### config.mk
export PLATFORM = sky130hd
export DESIGN_NAME = mul_div_unit_flat
export DESIGN_NICKNAME = d
export VERILOG_FILES = /design/src/rtl/mul_div_if.sv /design/src/rtl/mul_div_unit.sv /design/src/flat_wrapper.sv
export SDC_FILE = /design/constraint.sdc
export NUM_CORES = 1
export LEC_CHECK = 0
export BUFFER_PORTS_ARGS = -buffer_cell sky130_fd_sc_hd__buf_2
export CORE_ASPECT_RATIO = 0.6
export CORE_MARGIN = 2
export CORE_UTILIZATION = 25
export DETAILED_ROUTE_END_ITERATION = 10
export HOLD_SLACK_MARGIN = 0.05
export PLACE_DENSITY = 0.52
export SLEW_MARGIN = 10
export SYNTH_ARGS = -nofsm -noshare
export SYNTH_HDL_FRONTEND = slang
export SYNTH_SLANG_ARGS = --single-unit
export TNS_END_PERCENT = 5
### constraint.sdc
create_clock -name clk -period 6.3 [get_ports clk]
set_clock_uncertainty 0.15 [all_clocks]
set_input_delay 0.63 -clock clk [delete_from_list [all_inputs] [get_ports clk]]
set_output_delay 0.63 -clock clk [all_outputs]
set_load 0.02 [all_outputs]
### src/rtl/mul_div_if.sv
`default_nettype none
// ============================================================================
// Module      : mul_div_if
// Description : Request/result bus between the pipeline and the mul/div unit.
// Revision    : 1.0
// ============================================================================
interface mul_div_if #(
    parameter int WIDTH = 32
);
    logic             Start;
    logic [1:0]       Op;
    logic [WIDTH-1:0] A;
    logic [WIDTH-1:0] B;
    logic             HiWrite;
    logic             LoWrite;
    logic [WIDTH-1:0] WData;
    logic             Busy;
    logic             Done;
    logic [WIDTH-1:0] HI;
    logic [WIDTH-1:0] LO;

    modport master (
        output Start, Op, A, B, HiWrite, LoWrite, WData,
        input  Busy, Done, HI, LO
    );

    modport slave (
        input  Start, Op, A, B, HiWrite, LoWrite, WData,
        output Busy, Done, HI, LO
    );
endinterface
`default_nettype wire

### src/rtl/mul_div_unit.sv
`default_nettype none
// ============================================================================
// Module      : mul_div_unit
// Description : Iterative HI/LO multiply/divide unit, one bit per clock.
// Revision    : 1.0
// ============================================================================
module mul_div_unit #(
    parameter int WIDTH = 32
) (
    input  wire logic clk,
    input  wire logic rst_n,
    mul_div_if.slave  bus
);
    localparam int                c_cnt_w    = $clog2(WIDTH);
    localparam logic [c_cnt_w-1:0] c_cnt_last = c_cnt_w'(WIDTH - 1);

    typedef enum logic [1:0] {
        S_IDLE = 2'd0,
        S_CALC = 2'd1,
        S_FIN  = 2'd2
    } state_t;

    state_t             r_state;
    state_t             w_state_nxt;
    logic [c_cnt_w-1:0] r_cnt;
    logic               r_is_div;
    logic               r_neg_q;
    logic               r_neg_r;
    logic               r_dz;
    logic [WIDTH-1:0]   r_acc;
    logic [WIDTH-1:0]   r_wrk;
    logic [WIDTH-1:0]   r_opb;
    logic [WIDTH-1:0]   r_hi;
    logic [WIDTH-1:0]   r_lo;
    logic               r_done;

    logic               w_signed;
    logic               w_a_neg;
    logic               w_b_neg;
    logic [WIDTH-1:0]   w_a_abs;
    logic [WIDTH-1:0]   w_b_abs;
    logic [WIDTH:0]     w_msum;
    logic [WIDTH:0]     w_rshift;
    logic [WIDTH+1:0]   w_rdiff;
    logic               w_fit;
    logic [2*WIDTH-1:0] w_prod;
    logic [2*WIDTH-1:0] w_prod_fix;
    logic [WIDTH-1:0]   w_quo_fix;
    logic [WIDTH-1:0]   w_rem_fix;

    assign w_signed = ~bus.Op[0];
    assign w_a_neg  = w_signed & bus.A[WIDTH-1];
    assign w_b_neg  = w_signed & bus.B[WIDTH-1];
    assign w_a_abs  = w_a_neg ? -bus.A : bus.A;
    assign w_b_abs  = w_b_neg ? -bus.B : bus.B;

    // Multiply: {acc,wrk} shifts right, adding the multiplicand when wrk[0] is set.
    assign w_msum   = {1'b0, r_acc} + (r_wrk[0] ? {1'b0, r_opb} : {(WIDTH+1){1'b0}});
    // Divide: acc is the partial remainder, wrk shifts the dividend out and the quotient in.
    assign w_rshift = {r_acc, r_wrk[WIDTH-1]};
    assign w_rdiff  = {1'b0, w_rshift} - {2'b00, r_opb};
    assign w_fit    = ~w_rdiff[WIDTH+1];

    assign w_prod     = {r_acc, r_wrk};
    assign w_prod_fix = r_neg_q ? -w_prod : w_prod;
    // A zero divisor never borrows, so acc ends as |A|; restoring its sign yields A.
    assign w_quo_fix  = r_dz ? {WIDTH{1'b1}} : (r_neg_q ? -r_wrk : r_wrk);
    assign w_rem_fix  = r_neg_r ? -r_acc : r_acc;

    always_ff @(posedge clk or negedge rst_n) begin
        if (!rst_n) begin
            r_state <= S_IDLE;
        end else begin
            r_state <= w_state_nxt;
        end
    end

    always_comb begin
        w_state_nxt = r_state;
        case (r_state)
            S_IDLE:  if (bus.Start) w_state_nxt = S_CALC;
            S_CALC:  if (r_cnt == c_cnt_last) w_state_nxt = S_FIN;
            S_FIN:   w_state_nxt = S_IDLE;
            default: w_state_nxt = S_IDLE;
        endcase
    end

    always_ff @(posedge clk or negedge rst_n) begin
        if (!rst_n) begin
            r_cnt    <= '0;
            r_is_div <= 1'b0;
            r_neg_q  <= 1'b0;
            r_neg_r  <= 1'b0;
            r_dz     <= 1'b0;
            r_acc    <= '0;
            r_wrk    <= '0;
            r_opb    <= '0;
            r_hi     <= '0;
            r_lo     <= '0;
            r_done   <= 1'b0;
        end else begin
            r_done <= (r_state == S_FIN);
            case (r_state)
                S_IDLE: begin
                    if (bus.HiWrite) r_hi <= bus.WData;
                    if (bus.LoWrite) r_lo <= bus.WData;
                    if (bus.Start) begin
                        r_cnt    <= '0;
                        r_is_div <= bus.Op[1];
                        r_neg_q  <= w_a_neg ^ w_b_neg;
                        r_neg_r  <= w_a_neg;
                        r_dz     <= bus.Op[1] && (bus.B == '0);
                        r_acc    <= '0;
                        r_wrk    <= w_a_abs;
                        r_opb    <= w_b_abs;
                    end
                end
                S_CALC: begin
                    r_cnt <= r_cnt + 1'b1;
                    if (r_is_div) begin
                        r_acc <= w_fit ? w_rdiff[WIDTH-1:0] : w_rshift[WIDTH-1:0];
                        r_wrk <= {r_wrk[WIDTH-2:0], w_fit};
                    end else begin
                        r_acc <= w_msum[WIDTH:1];
                        r_wrk <= {w_msum[0], r_wrk[WIDTH-1:1]};
                    end
                end
                S_FIN: begin
                    if (r_is_div) begin
                        r_hi <= w_rem_fix;
                        r_lo <= w_quo_fix;
                    end else begin
                        r_hi <= w_prod_fix[2*WIDTH-1:WIDTH];
                        r_lo <= w_prod_fix[WIDTH-1:0];
                    end
                end
                default: ;
            endcase
        end
    end

    assign bus.Busy = (r_state != S_IDLE);
    assign bus.Done = r_done;
    assign bus.HI   = r_hi;
    assign bus.LO   = r_lo;
endmodule
`default_nettype wire

### src/flat_wrapper.sv
// flat-port wrapper written by rule: the top's interface ports become plain ports
module mul_div_unit_flat 
#(
    parameter int WIDTH = 32
)
  (clk, rst_n, bus_Start, bus_Op, bus_A, bus_B, bus_HiWrite, bus_LoWrite, bus_WData, bus_Busy, bus_Done, bus_HI, bus_LO);
  mul_div_if #(.WIDTH(WIDTH)) bus_i ();
  input  wire logic clk;
  input  wire logic rst_n;
  input wire logic [$bits(bus_i.Start)-1:0] bus_Start;
  input wire logic [$bits(bus_i.Op)-1:0] bus_Op;
  input wire logic [$bits(bus_i.A)-1:0] bus_A;
  input wire logic [$bits(bus_i.B)-1:0] bus_B;
  input wire logic [$bits(bus_i.HiWrite)-1:0] bus_HiWrite;
  input wire logic [$bits(bus_i.LoWrite)-1:0] bus_LoWrite;
  input wire logic [$bits(bus_i.WData)-1:0] bus_WData;
  output wire logic [$bits(bus_i.Busy)-1:0] bus_Busy;
  output wire logic [$bits(bus_i.Done)-1:0] bus_Done;
  output wire logic [$bits(bus_i.HI)-1:0] bus_HI;
  output wire logic [$bits(bus_i.LO)-1:0] bus_LO;
  assign bus_i.Start = bus_Start;
  assign bus_i.Op = bus_Op;
  assign bus_i.A = bus_A;
  assign bus_i.B = bus_B;
  assign bus_i.HiWrite = bus_HiWrite;
  assign bus_i.LoWrite = bus_LoWrite;
  assign bus_i.WData = bus_WData;
  assign bus_Busy = bus_i.Busy;
  assign bus_Done = bus_i.Done;
  assign bus_HI = bus_i.HI;
  assign bus_LO = bus_i.LO;
  mul_div_unit #(.WIDTH(WIDTH)) u_core (.clk(clk), .rst_n(rst_n), .bus(bus_i));
endmodule
======== After elaboration in Yosys (flattened, before gate mapping) ========
Index checks and enable logic that the tools add are counted.
word-level totals
  register bits ........................... 172
  output and inout bits ................... 66
cells by class
  $add $sub $neg .......................... 8
  eq/ne operators ......................... 7
  mux-type cells .......................... 25
  bitwise operators ....................... 5
  reduce and logical (&&, ||, !) cells .... 11
operator list
  operator                                                                number
  32-bit two-way mux                                                      15
  32-bit one-hot mux with 2 select lines                                  4
  32-bit negation                                                         4
  64-bit two-way mux                                                      1
  64-bit negation                                                         1
  33-bit by 32-bit subtractor with 34-bit output                          1
  32-bit by 33-bit adder with 33-bit output                               1
  32-bit logical NOT                                                      1
  5-bit one-hot mux with 2 select lines                                   1
  2-bit AND reduction                                                     5
  2-bit != test (second input constant)                                   3
  2-bit nonzero test                                                      3
  5-bit by 1-bit adder with 5-bit output (second input constant)          1
  5-bit equality test (second input constant)                             1
  5-bit two-way mux                                                       1
  2-bit two-way mux                                                       2
  2-bit one-hot mux with 2 select lines                                   1
  1-bit bitwise AND                                                       2
  2-bit by 1-bit equality test with 1-bit output (second input constant)  1
  2-bit equality test (second input constant)                             1
  2-bit logical NOT                                                       1
  2-bit by 1-bit != test with 1-bit output (second input constant)        1
  1-bit inverter                                                          2
  1-bit logical AND                                                       1
  1-bit bitwise XOR                                                       1

======== Logic depth before layout (Yosys ltp) ========
Gate-level depths: netlist of run 1.
  depth in word-level cells ............... 5
  gate-level depth with buffers ........... 14
  depth with buffers taken out ............ 13

======== Least setup slack after synthesis of run 1 ========
Ideal clock, no wire load.
  kind .................................... register to register
  from .................................... register u_core.r_wrk[0]
  to ...................................... register u_core.r_acc[28]
  library setup time ...................... 0.141 ns
  data arrival time ....................... 3.013 ns
  data required time ...................... 6.009 ns
  path slack .............................. 2.995 ns
  cell stages (with the launch flop) ...... 14
  buffers on the path ..................... 1
  clock period less this slack ............ 3.305 ns
  path through ............................ dfrtp_1 -> inv_1 -> clkbuf_1 -> nor2_1 -> ha_1 -> a21o_1 -> nor3_1 -> a2111oi_0 -> nor4b_1 -> o31ai_1 -> a211oi_1 -> xnor2_1 -> a221oi_1 -> a211oi_1
on the way
  longest elaborated chain between the ends .. 4
ends and longest elaborated chain
  what                                       RTL line             text
  from (decl)                                mul_div_unit.sv:31   logic [WIDTH-1:0] r_wrk;
  from (signal assigned)                     mul_div_unit.sv:114  r_wrk <= w_a_abs;
  from (signal assigned)                     mul_div_unit.sv:122  r_wrk <= {r_wrk[WIDTH-2:0], w_fit};
  from (signal assigned)                     mul_div_unit.sv:125  r_wrk <= {w_msum[0], r_wrk[WIDTH-1:1]};
  32-bit two-way mux                         mul_div_unit.sv:58   assign w_msum = {1'b0, r_acc} + (r_wrk[0] ? {1'b0, r_opb} : {(WIDTH+1){1'b0}});
  32-bit by 33-bit adder with 33-bit output  mul_div_unit.sv:58
  32-bit two-way mux                         mul_div_unit.sv:120  if (r_is_div) begin
  32-bit one-hot mux with 2 select lines     mul_div_unit.sv:103  case (r_state)
  to (signal assigned)                       mul_div_unit.sv:121  r_acc <= w_fit ? w_rdiff[WIDTH-1:0] : w_rshift[WIDTH-1:0];
  to (signal assigned)                       mul_div_unit.sv:124  r_acc <= w_msum[WIDTH:1];
  to (decl)                                  mul_div_unit.sv:30   logic [WIDTH-1:0] r_acc;
Every way passes these cells.
A chain may end at the register's enable or synchronous reset.

======== Final worst setup path of run 1 ========
Same ends and word-level chain as after synthesis.

==> flow_summary.html, run 1 <==
<table>
<tr><th>Metric</th><th>Value</th></tr>
<tr><th colspan="2">Outcome</th></tr>
<tr><td>Outcome</td><td>completed</td></tr>
<tr><th colspan="2">Detailed routing</th></tr>
<tr><td>Detailed-route DRC error count</td><td>0</td></tr>
<tr><td>Post-detailed-route count of antenna-violating nets</td><td>0</td></tr>
<tr><td>Drt wl/cell</td><td>20.92 um</td></tr>
<tr><td>Final wirelength</td><td>57160 um</td></tr>
<tr><td>Number of vias in the routed layout</td><td>14608</td></tr>
<tr><td>Number of search-and-repair iterations in the first detailed-routing pass</td><td>7</td></tr>
<tr><td>Count of routing violations after the opening detailed-route iteration</td><td>1498</td></tr>
<tr><td>Vias/cell</td><td>5.345</td></tr>
<tr><th colspan="2">Yosys</th></tr>
<tr><td>Share of Yosys cell area claimed by the top area cell type</td><td>29.63%</td></tr>
<tr><td>Largest cells by area after synthesis</td><td>dfrtp_1, o21ai_0, xnor2_1</td></tr>
<tr><td>Most common library cells after synthesis</td><td>o21ai_0, nand2_1, dfrtp_1, a21oi_1, nor2_1</td></tr>
<tr><td>Most frequently used cell type in the post-synthesis netlist</td><td>o21ai_0</td></tr>
<tr><td>Number of different library cells in the post-synthesis netlist</td><td>76</td></tr>
<tr><td>EDFF count, synth</td><td>0</td></tr>
<tr><td>Number of warnings reported in the yosys synthesis log</td><td>0</td></tr>
<tr><td>Cell accounting for the most synthesized area</td><td>dfrtp_1</td></tr>
<tr><td>Area of the mapped netlist</td><td>0.01453 mm^2</td></tr>
<tr><td>Instance count of the mapped netlist</td><td>1850</td></tr>
<tr><td>Average cell area after synthesis</td><td>7.851 um^2</td></tr>
<tr><td>Mapped Nets</td><td>2025</td></tr>
<tr><td>Proportion of register bits with asynchronous set or reset after synthesis</td><td>100.0%</td></tr>
<tr><td>Sequential share of the synthesized area</td><td>29.63%</td></tr>
<tr><td>Primary FF master, synth</td><td>dfrtp_1</td></tr>
<tr><td>Number of storage elements in the synthesis netlist</td><td>172</td></tr>
<tr><th colspan="2">STA</th></tr>
<tr><td>Count of pins over their slew limit</td><td>0</td></tr>
<tr><td>Setup TNS after final layout</td><td>0 ns</td></tr>
<tr><td>Setup repair after global routing missed its margin</td><td>no</td></tr>
<tr><td>Final clock period utilization by the worst path</td><td>80.68%</td></tr>
<tr><td>Achievable clock frequency</td><td>196.7 MHz</td></tr>
<tr><td>Worst Hold Margin</td><td>0.02805 ns</td></tr>
<tr><td>Total of endpoints with negative setup slack in the final report</td><td>0</td></tr>
<tr><td>Final hold viol count</td><td>0</td></tr>
<tr><td>Post-route minimum period</td><td>5.083 ns</td></tr>
<tr><td>Max_slew headroom</td><td>9.737%</td></tr>
<tr><td>Actual transition at the worst max-transition pin</td><td>1.320 ns</td></tr>
<tr><th colspan="2">Clock tree</th></tr>
<tr><td>Root buffer cell</td><td>clkbuf_16</td></tr>
<tr><td>Deepest clock path buffer count</td><td>2</td></tr>
<tr><td>Number of cells upsized or downsized after cts</td><td>0</td></tr>
<tr><td>Cts hold-fix bufs</td><td>0</td></tr>
<tr><td>CTS buffer count</td><td>17</td></tr>
<tr><td>Clock Latency Late Sink</td><td>0.47 ns</td></tr>
<tr><td>Post-CTS Repair Setup Buffers</td><td>0</td></tr>
<tr><td>CTS tree</td><td>done</td></tr>
<tr><td>Clock-pin slew on the worst setup and hold paths</td><td>0.08 ns</td></tr>
<tr><td>H-tree depth</td><td>4</td></tr>
<tr><td>Num Clock Sinks</td><td>172</td></tr>
<tr><th colspan="2">Place</th></tr>
<tr><td>Half-perimeter wire length after detailed placement</td><td>44870 um</td></tr>
<tr><td>Quantity of I/O buffers inserted on ports</td><td>168</td></tr>
<tr><td>Post-placement cell count</td><td>2699</td></tr>
<tr><td>Routability congestion estimate</td><td>0.9762</td></tr>
<tr><th colspan="2">Power and ir drop</th></tr>
<tr><td>Power density over the cells</td><td>634.2 mW/mm^2</td></tr>
<tr><td>Worst vdd rail ir drop</td><td>0.2355 mV</td></tr>
<tr><td>Leak pwr</td><td>7.050 nW</td></tr>
<tr><th colspan="2">Floorplan</th></tr>
<tr><td>Num rows</td><td>68</td></tr>
<tr><td>Placeable Area</td><td>0.05743 mm^2</td></tr>
<tr><td>Starting density of the core</td><td>25.29%</td></tr>
<tr><td>DIE HEIGHT</td><td>190.7 um</td></tr>
<tr><td>X dimension of the die</td><td>315.2 um</td></tr>
<tr><td>Io pins</td><td>169</td></tr>
<tr><td>Total die area</td><td>0.06011 mm^2</td></tr>
<tr><th colspan="2">Worst setup path</th></tr>
<tr><td>Critical Path Max Stage Delay</td><td>1.14 ns</td></tr>
<tr><td>Category of the most critical setup path</td><td>reg -&gt; reg</td></tr>
<tr><td>Setup slack, reg-to-reg</td><td>1.22 ns</td></tr>
<tr><td>Kind of cell adding the most delay to the critical path</td><td>compound AO/OA/AOI/OAI gates</td></tr>
<tr><td>Worst Path Max Fanout</td><td>32</td></tr>
<tr><td>Critical path, cell by cell</td><td>inv_1 &gt; nor2_1 &gt; ha_1 &gt; a21o_1 &gt; nor3_1 &gt; a2111oi_0 &gt; nor4b_1 &gt; o31ai_1 &gt; a211oi_1 &gt; xnor2_1 &gt; a221oi_1 &gt; a211oi_1</td></tr>
<tr><td>Max stage delay cell, worst path</td><td>a2111oi_0</td></tr>
<tr><td>Total buffers and inverters traversed by the critical path</td><td>1</td></tr>
<tr><td>Data arrival time of the critical path</td><td>5.25 ns</td></tr>
<tr><td>Library cell appearing most often on the critical path</td><td>a211oi_1</td></tr>
<tr><td>Nature of the critical path endpoint</td><td>register</td></tr>
<tr><td>Endpoint required time on the critical path</td><td>6.47 ns</td></tr>
<tr><td>Type of origin of the critical path</td><td>register</td></tr>
<tr><th colspan="2">Worst hold path</th></tr>
<tr><td>Type of the most critical hold path</td><td>in -&gt; async</td></tr>
<tr><th colspan="2">Global routing</th></tr>
<tr><td>Overall routing resource usage</td><td>18.96%</td></tr>
<tr><td>Wire length of the first global-routing pass</td><td>86990 um</td></tr>
<tr><td>Pin count of the biggest net entering global routing</td><td>85</td></tr>
<tr><td>Total overflow reported by the global router</td><td>0</td></tr>
<tr><td>Vias in the first global route</td><td>13807</td></tr>
<tr><td>Antenna violations before repair</td><td>3</td></tr>
<tr><th colspan="2">Cells and area</th></tr>
<tr><td>Number of nets at the end of the flow</td><td>2123</td></tr>
<tr><td>Fill cell total of the finished layout</td><td>6214</td></tr>
<tr><td>Fraction of layout instances using a drive strength above 1</td><td>13.11%</td></tr>
<tr><td>Area added between synthesis and finish</td><td>15.02%</td></tr>
<tr><td>Non-filler cells in the finished layout</td><td>2733</td></tr>
<tr><th colspan="2">Job</th></tr>
<tr><td>Number of maximum-capacitance violations</td><td>0</td></tr>
</table>
## layout by cell type (no fill, tap or decap), drive strengths merged, types with 10 or more instances in the layout
master and count:
a21o 32, mux2i 41, nor4 17, a31oi 20, nor2b 15, xnor2 103, nand2 209, nor3 27
o41ai 15, o31ai 21, nand3 38, a22oi 10, clkbuf 17, o21a 10, o21ai 225, o211ai 34
nand2b 28, clkinv 10, a21oi 156, dfrtp 172, a211oi 19, or4 12, and3 23, ha 70
nor2 145, buf 186, inv 66, or3 41, o22ai 35, xor2 58
## kinds of logic after synthesis
family	Yosys count	synth area share, %
xor gates and xnor gates	161	9.708
AOI/OAI and AO/OA	630	26.66
muxes	49	3.446
DFF	172	29.63
adders and majority gates	72	6.305
buffers and inverters	169	4.479
and+or+nand+nor	597	19.77
## per-stage QoR
step | worst slack, ns | total power [mW] | instance area, um^2 | util (%)
6_report | 1.217 | 10.60 | 16710 | 29.09
5_1_grt | 1.081 | 11.47 | 16700 | 29.08
4_1_cts | 1.446 | 10.54 | 16700 | 29.08
3_5_place_dp | 1.507 | 9.376 | 16080 | 28.00
3_3_place_gp | 1.508 | 9.311 | 16080 | 28.00
2_1_floorplan | 2.995 | 7.115 | 14530 | -
## registers in the layout, indices dropped and copies added (netlist names)
register         flops
u_core.r_wrk        32
u_core.r_state       2
u_core.r_opb        32
u_core.bus.Done      1
u_core.r_neg_q       1
u_core.r_neg_r       1
u_core.r_acc        32
u_core.r_dz          1
u_core.bus.HI       32
u_core.bus.LO       32
u_core.r_is_div      1
u_core.r_cnt         5
## area by class of cell
type | instances | area [um^2] | area share [%]
Antenna cell | 2 | 5.005 | 0.02996
Clock buffer | 17 | 425.4 | 2.546
Clock inverter | 15 | 195.2 | 1.168
Inverter | 62 | 232.7 | 1.393
Multi-Input combinational cell | 1509 | 9598 | 57.45
Sequential cell | 172 | 4305 | 25.77
Tap cell | 770 | 963.4 | 5.766
Timing Repair Buffer | 186 | 982.2 | 5.879
## metal layers
metal | routed length, um | share of wire [%] | vias up | global-route usage, %
met5 | 13 | 0.023 | - | 0
met4 | 639 | 1.1 | 2 | 3.205
met3 | 4800 | 8.4 | 42 | 4.817
met2 | 22430 | 39 | 575 | 25.73
met1 | 29280 | 51 | 7070 | 29.61
li1 | - | - | 6919 | -
## worst reg2reg max path, cell delays in order (launching register included)
cell and delay (ns):
dfrtp_1 0.44, inv_1 0.80, nor2_1 0.16, ha_1 0.40, a21o_1 0.16, nor3_1 0.06
a2111oi_0 1.14, nor4b_1 0.23, o31ai_1 0.70, a211oi_1 0.19, xnor2_1 0.17, a221oi_1 0.26
a211oi_1 0.08
## power by group
part | internal, mW | switching, mW | leakage (nW) | total (mW)
logic | 2.67 | 4.35 | 4.66 | 7.02
clock network | 0.540 | 0.583 | 0.294 | 1.12
registers | 1.65 | 0.801 | 2.09 | 2.45
## final timing paths
path / cells past startpoint / start / endpoint
hold reg to reg: 2 / u_core.bus.LO[4] / u_core.bus.LO[4]
max in group asynchronous: 2 / rst_n / u_core.r_is_div
min in group clk: 3 / bus_WData[8] / u_core.bus.HI[8]
setup / recovery: 12 / u_core.r_wrk[0] / u_core.r_acc[28]
hold / removal: 1 / rst_n / u_core.bus.LO[22]
setup reg to reg: 12 / u_core.r_wrk[0] / u_core.r_acc[28]
(Power assumes the default switching activity.)
==> inputs of run 2 (changes only) <==
--- a/config.mk
+++ b/config.mk
@@ -11,7 +11,7 @@
 export CORE_UTILIZATION = 25
 export DETAILED_ROUTE_END_ITERATION = 10
 export HOLD_SLACK_MARGIN = 0.05
-export PLACE_DENSITY = 0.52
+export PLACE_DENSITY = 0.53
 export SLEW_MARGIN = 10
 export SYNTH_ARGS = -nofsm -noshare
 export SYNTH_HDL_FRONTEND = slang
==> constraint.sdc (replaced) <==
create_clock -name clk -period 4.4 [get_ports clk]
set_clock_uncertainty 0.15 [all_clocks]
set_input_delay 0.44 -clock clk [delete_from_list [all_inputs] [get_ports clk]]
set_output_delay 0.44 -clock clk [all_outputs]
set_load 0.02 [all_outputs]
==> run 2 against run 1 <==
Design area is 1.3% higher. Maximum frequency grew 32%. Die area stayed put. Count of clock-buffer cells in the layout is the same. Routed wire length shrank 0.41%. Total power is 45% higher. Via count fell by 0.47%. Largest power group unchanged. Critical endpoint is now u_core.bus.LO[28]. Largest cell class unchanged.
==> flow_summary.html, run 2 (synthesized netlist as in run 1, its figures left out) <==
<table>
<tr><th>Metric</th><th>Value</th></tr>
<tr><th colspan="2">Worst setup path</th></tr>
<tr><td>Type of origin of the critical path</td><td>register</td></tr>
<tr><td>Nature of the critical path endpoint</td><td>register</td></tr>
<tr><td>Setup slack, reg-to-reg</td><td>0.56 ns (-0.65 ns)</td></tr>
<tr><td>Endpoint required time on the critical path</td><td>4.65 ns (-1.82 ns)</td></tr>
<tr><td>Worst Path Max Fanout</td><td>6 (-81%)</td></tr>
<tr><td>Depth of the most critical reg-to-reg path</td><td>9 (-3)</td></tr>
<tr><td>Critical register-to-register path endpoint</td><td>u_core.bus.LO[28]</td></tr>
<tr><td>RR Startpoint</td><td>u_core.r_wrk[10]</td></tr>
<tr><td>Data arrival time of the critical path</td><td>4.09 ns (-1.16 ns)</td></tr>
<tr><td>Category of the most critical setup path</td><td>reg -&gt; reg</td></tr>
<tr><th colspan="2">Clock tree</th></tr>
<tr><td>Root buffer cell</td><td>clkbuf_16</td></tr>
<tr><td>Num Clock Sinks</td><td>172 (unchanged)</td></tr>
<tr><td>Number of cells upsized or downsized after cts</td><td>0 (unchanged)</td></tr>
<tr><td>Clock Latency Late Sink</td><td>0.47 ns (about the same)</td></tr>
<tr><td>Clock-pin slew on the worst setup and hold paths</td><td>0.08 ns (about the same)</td></tr>
<tr><td>Post-CTS Repair Setup Buffers</td><td>0 (unchanged)</td></tr>
<tr><td>Cts hold-fix bufs</td><td>2 (+2)</td></tr>
<tr><td>H-tree depth</td><td>4 (unchanged)</td></tr>
<tr><td>Deepest clock path buffer count</td><td>2 (unchanged)</td></tr>
<tr><td>CTS tree</td><td>done</td></tr>
<tr><td>CTS buffer count</td><td>17 (unchanged)</td></tr>
<tr><th colspan="2">Cells and area</th></tr>
<tr><td>Core Util, Final</td><td>29.46% (+0.37 points)</td></tr>
<tr><td>Number of nets at the end of the flow</td><td>2149 (+1.2%)</td></tr>
<tr><td>Area added between synthesis and finish</td><td>16.50%</td></tr>
<tr><td>Antenna cells</td><td>0 (-2)</td></tr>
<tr><td>Most common cell after layout, fill and taps aside</td><td>o21ai_0</td></tr>
<tr><td>Fraction of layout instances using a drive strength above 1</td><td>14.09% (+0.99 points)</td></tr>
<tr><td>Most used cells in the layout excluding fill and tap cells</td><td>o21ai_0, nand2_1, dfrtp_1, buf_2, a21oi_1</td></tr>
<tr><td>Post-route cell area</td><td>0.01692 mm^2 (+1.3%)</td></tr>
<tr><th colspan="2">STA</th></tr>
<tr><td>Count of pins over their slew limit</td><td>0 (unchanged)</td></tr>
<tr><td>Max_slew headroom</td><td>23.28% (+14 points)</td></tr>
<tr><td>Achievable clock frequency</td><td>260.6 MHz (+32%)</td></tr>
<tr><td>Setup repair after global routing missed its margin</td><td>no</td></tr>
<tr><td>Final hold viol count</td><td>0 (unchanged)</td></tr>
<tr><td>Final clock period utilization by the worst path</td><td>87.21% (+6.5 points)</td></tr>
<tr><td>Actual transition at the worst max-transition pin</td><td>1.147 ns (-0.1733 ns)</td></tr>
<tr><td>Total of endpoints with negative setup slack in the final report</td><td>0 (unchanged)</td></tr>
<tr><td>Setup TNS after final layout</td><td>0 ns (unchanged)</td></tr>
<tr><td>Final worst-path setup slack</td><td>0.5629 ns (-0.6543 ns)</td></tr>
<tr><td>Post-route minimum period</td><td>3.837 ns (-1.246 ns)</td></tr>
<tr><th colspan="2">Power and ir drop</th></tr>
<tr><td>Cell-internal power</td><td>7.185 mW (+48%)</td></tr>
<tr><td>Leak pwr</td><td>7.191 nW (+2.0%)</td></tr>
<tr><td>PnR Total Power</td><td>15.40 mW (+45%)</td></tr>
<tr><td>Worst vdd rail ir drop</td><td>0.3275 mV (+39%)</td></tr>
<tr><td>Combinational fraction of design power</td><td>68.2% (+1.9 points)</td></tr>
<tr><td>Relative contribution of sequential cells to total power</td><td>21.4% (-1.7 points)</td></tr>
<tr><td>Switching power</td><td>8.210 mW (+43%)</td></tr>
<tr><td>Power density over the cells</td><td>909.8 mW/mm^2 (+43%)</td></tr>
<tr><td>Switching Fraction</td><td>53.33% (-0.81 points)</td></tr>
<tr><td>Share of power burned in the clock network</td><td>10.4% (-0.2 points)</td></tr>
<tr><th colspan="2">Worst hold path</th></tr>
<tr><td>Type of the most critical hold path</td><td>in -&gt; reg</td></tr>
<tr><td>Hold_sp</td><td>bus_WData[8]</td></tr>
<tr><td>Worst Hold Depth</td><td>3</td></tr>
<tr><td>Capture endpoint of the worst hold path</td><td>u_core.bus.HI[8]</td></tr>
<tr><th colspan="2">Global routing</th></tr>
<tr><td>Vias in the first global route</td><td>13645 (-1.2%)</td></tr>
<tr><td>Antenna violations before repair</td><td>0 (-3)</td></tr>
<tr><td>Total overflow reported by the global router</td><td>0 (unchanged)</td></tr>
<tr><td>Wire length of the first global-routing pass</td><td>86010 um (-1.1%)</td></tr>
<tr><td>Pin count of the biggest net entering global routing</td><td>81 (-4.7%)</td></tr>
<tr><td>Overall routing resource usage</td><td>18.79% (-0.17 points)</td></tr>
<tr><th colspan="2">Floorplan</th></tr>
<tr><td>Total die area</td><td>0.06011 mm^2 (unchanged)</td></tr>
<tr><td>X dimension of the die</td><td>315.2 um (unchanged)</td></tr>
<tr><td>DIE HEIGHT</td><td>190.7 um (unchanged)</td></tr>
<tr><td>Num rows</td><td>68 (unchanged)</td></tr>
<tr><td>Io pins</td><td>169 (unchanged)</td></tr>
<tr><td>Starting density of the core</td><td>25.29% (unchanged)</td></tr>
<tr><td>Placeable Area</td><td>0.05743 mm^2 (unchanged)</td></tr>
<tr><th colspan="2">Place</th></tr>
<tr><td>Half-perimeter wire length after detailed placement</td><td>45260 um (+0.88%)</td></tr>
<tr><td>Area of placed instances</td><td>0.01631 mm^2 (+1.4%)</td></tr>
<tr><td>Quantity of I/O buffers inserted on ports</td><td>168 (unchanged)</td></tr>
<tr><td>Routability congestion estimate</td><td>0.9769 (about the same)</td></tr>
<tr><td>Post-placement setup slack</td><td>0.6052 ns (-0.9022 ns)</td></tr>
<tr><th colspan="2">Detailed routing</th></tr>
<tr><td>Number of search-and-repair iterations in the first detailed-routing pass</td><td>5 (-2)</td></tr>
<tr><td>Detailed-route DRC error count</td><td>0 (unchanged)</td></tr>
<tr><td>Vias/cell</td><td>5.274 (-1.3%)</td></tr>
<tr><td>Drt wl/cell</td><td>20.65 um (-1.3%)</td></tr>
<tr><td>Number of vias in the routed layout</td><td>14540 (-0.47%)</td></tr>
<tr><td>Count of routing violations after the opening detailed-route iteration</td><td>1418 (-5.3%)</td></tr>
<tr><td>Final wirelength</td><td>56930 um (-0.41%)</td></tr>
<tr><td>Post-detailed-route count of antenna-violating nets</td><td>0 (unchanged)</td></tr>
<tr><th colspan="2">Outcome</th></tr>
<tr><td>Outcome</td><td>completed</td></tr>
<tr><th colspan="2">Job</th></tr>
<tr><td>Number of maximum-capacitance violations</td><td>0 (unchanged)</td></tr>
</table>
run 2: routing by layer:
metal  part of all wire (%)  up-vias  routed length, um  GRT usage (%)
li1                       -     6973                  -              -
met1                     53     7076              30090          30.12
met2                     40      461              22560          25.51
met3                    6.7       30               3824          3.469
met4                   0.80        0                454          3.223
met5                      0        -                  0              0
run 2: critical path: stages, from the launching register on:
cell and delay [ns]:
dfrtp_1 0.47, or4_4 0.60, nor4_4 0.20, or4b_4 0.55
or2_2 0.34, nand2b_1 0.22, o31a_1 0.28, xor2_1 0.61
o22ai_1 0.20, o21ai_1 0.16
run 2: cell type report:
| class | instances | area [um^2] |
|---|---|---|
| clock inverter | 15 | 166.4 |
| fill | 6203 | 40510 |
| multi-input combinational | 1509 | 9595 |
| tap | 770 | 963.4 |
| timing repair buffer | 212 | 1232 |
| clock buffer | 17 | 425.4 |
| sequential | 172 | 4305 |
| inverter | 62 | 232.7 |
run 2: metrics by stage:
stage	cells	hold WS (ns)
floorplan	1850	-0.005591
global placement	2723	0.3123
CTS	2757	0.06036
global route	2757	0.07217
detailed placement	2723	0.3103
finish	2757	0.08084
run 2: worst max path at each step:
stage	slack (ns)	to	depth (start not counted)	start
final	0.56	u_core.bus.LO[28]	9	u_core.r_wrk[10]
after global routing	0.35	u_core.r_acc[29]	11	u_core.r_wrk[0]
after CTS	0.60	u_core.r_acc[29]	11	u_core.r_wrk[0]
after detailed placement	0.61	u_core.r_acc[29]	11	u_core.r_wrk[0]
after global placement	0.71	u_core.r_acc[29]	11	u_core.r_wrk[0]
after floorplan	1.10	u_core.r_acc[28]	13	u_core.r_wrk[0]
run 2: power by group through the flow:
| stage | registers [mW] | logic (mW) | clock network, mW |
|---|---|---|---|
| after floorplan | 3.31 | 6.88 | 0 |
| final | 3.29 | 10.5 | 1.61 |
| after detailed placement | 3.31 | 10.3 | 0 |
| after CTS | 3.28 | 10.4 | 1.65 |
| after global placement | 3.30 | 10.3 | 0 |
| after global routing | 3.40 | 11.5 | 1.71 |
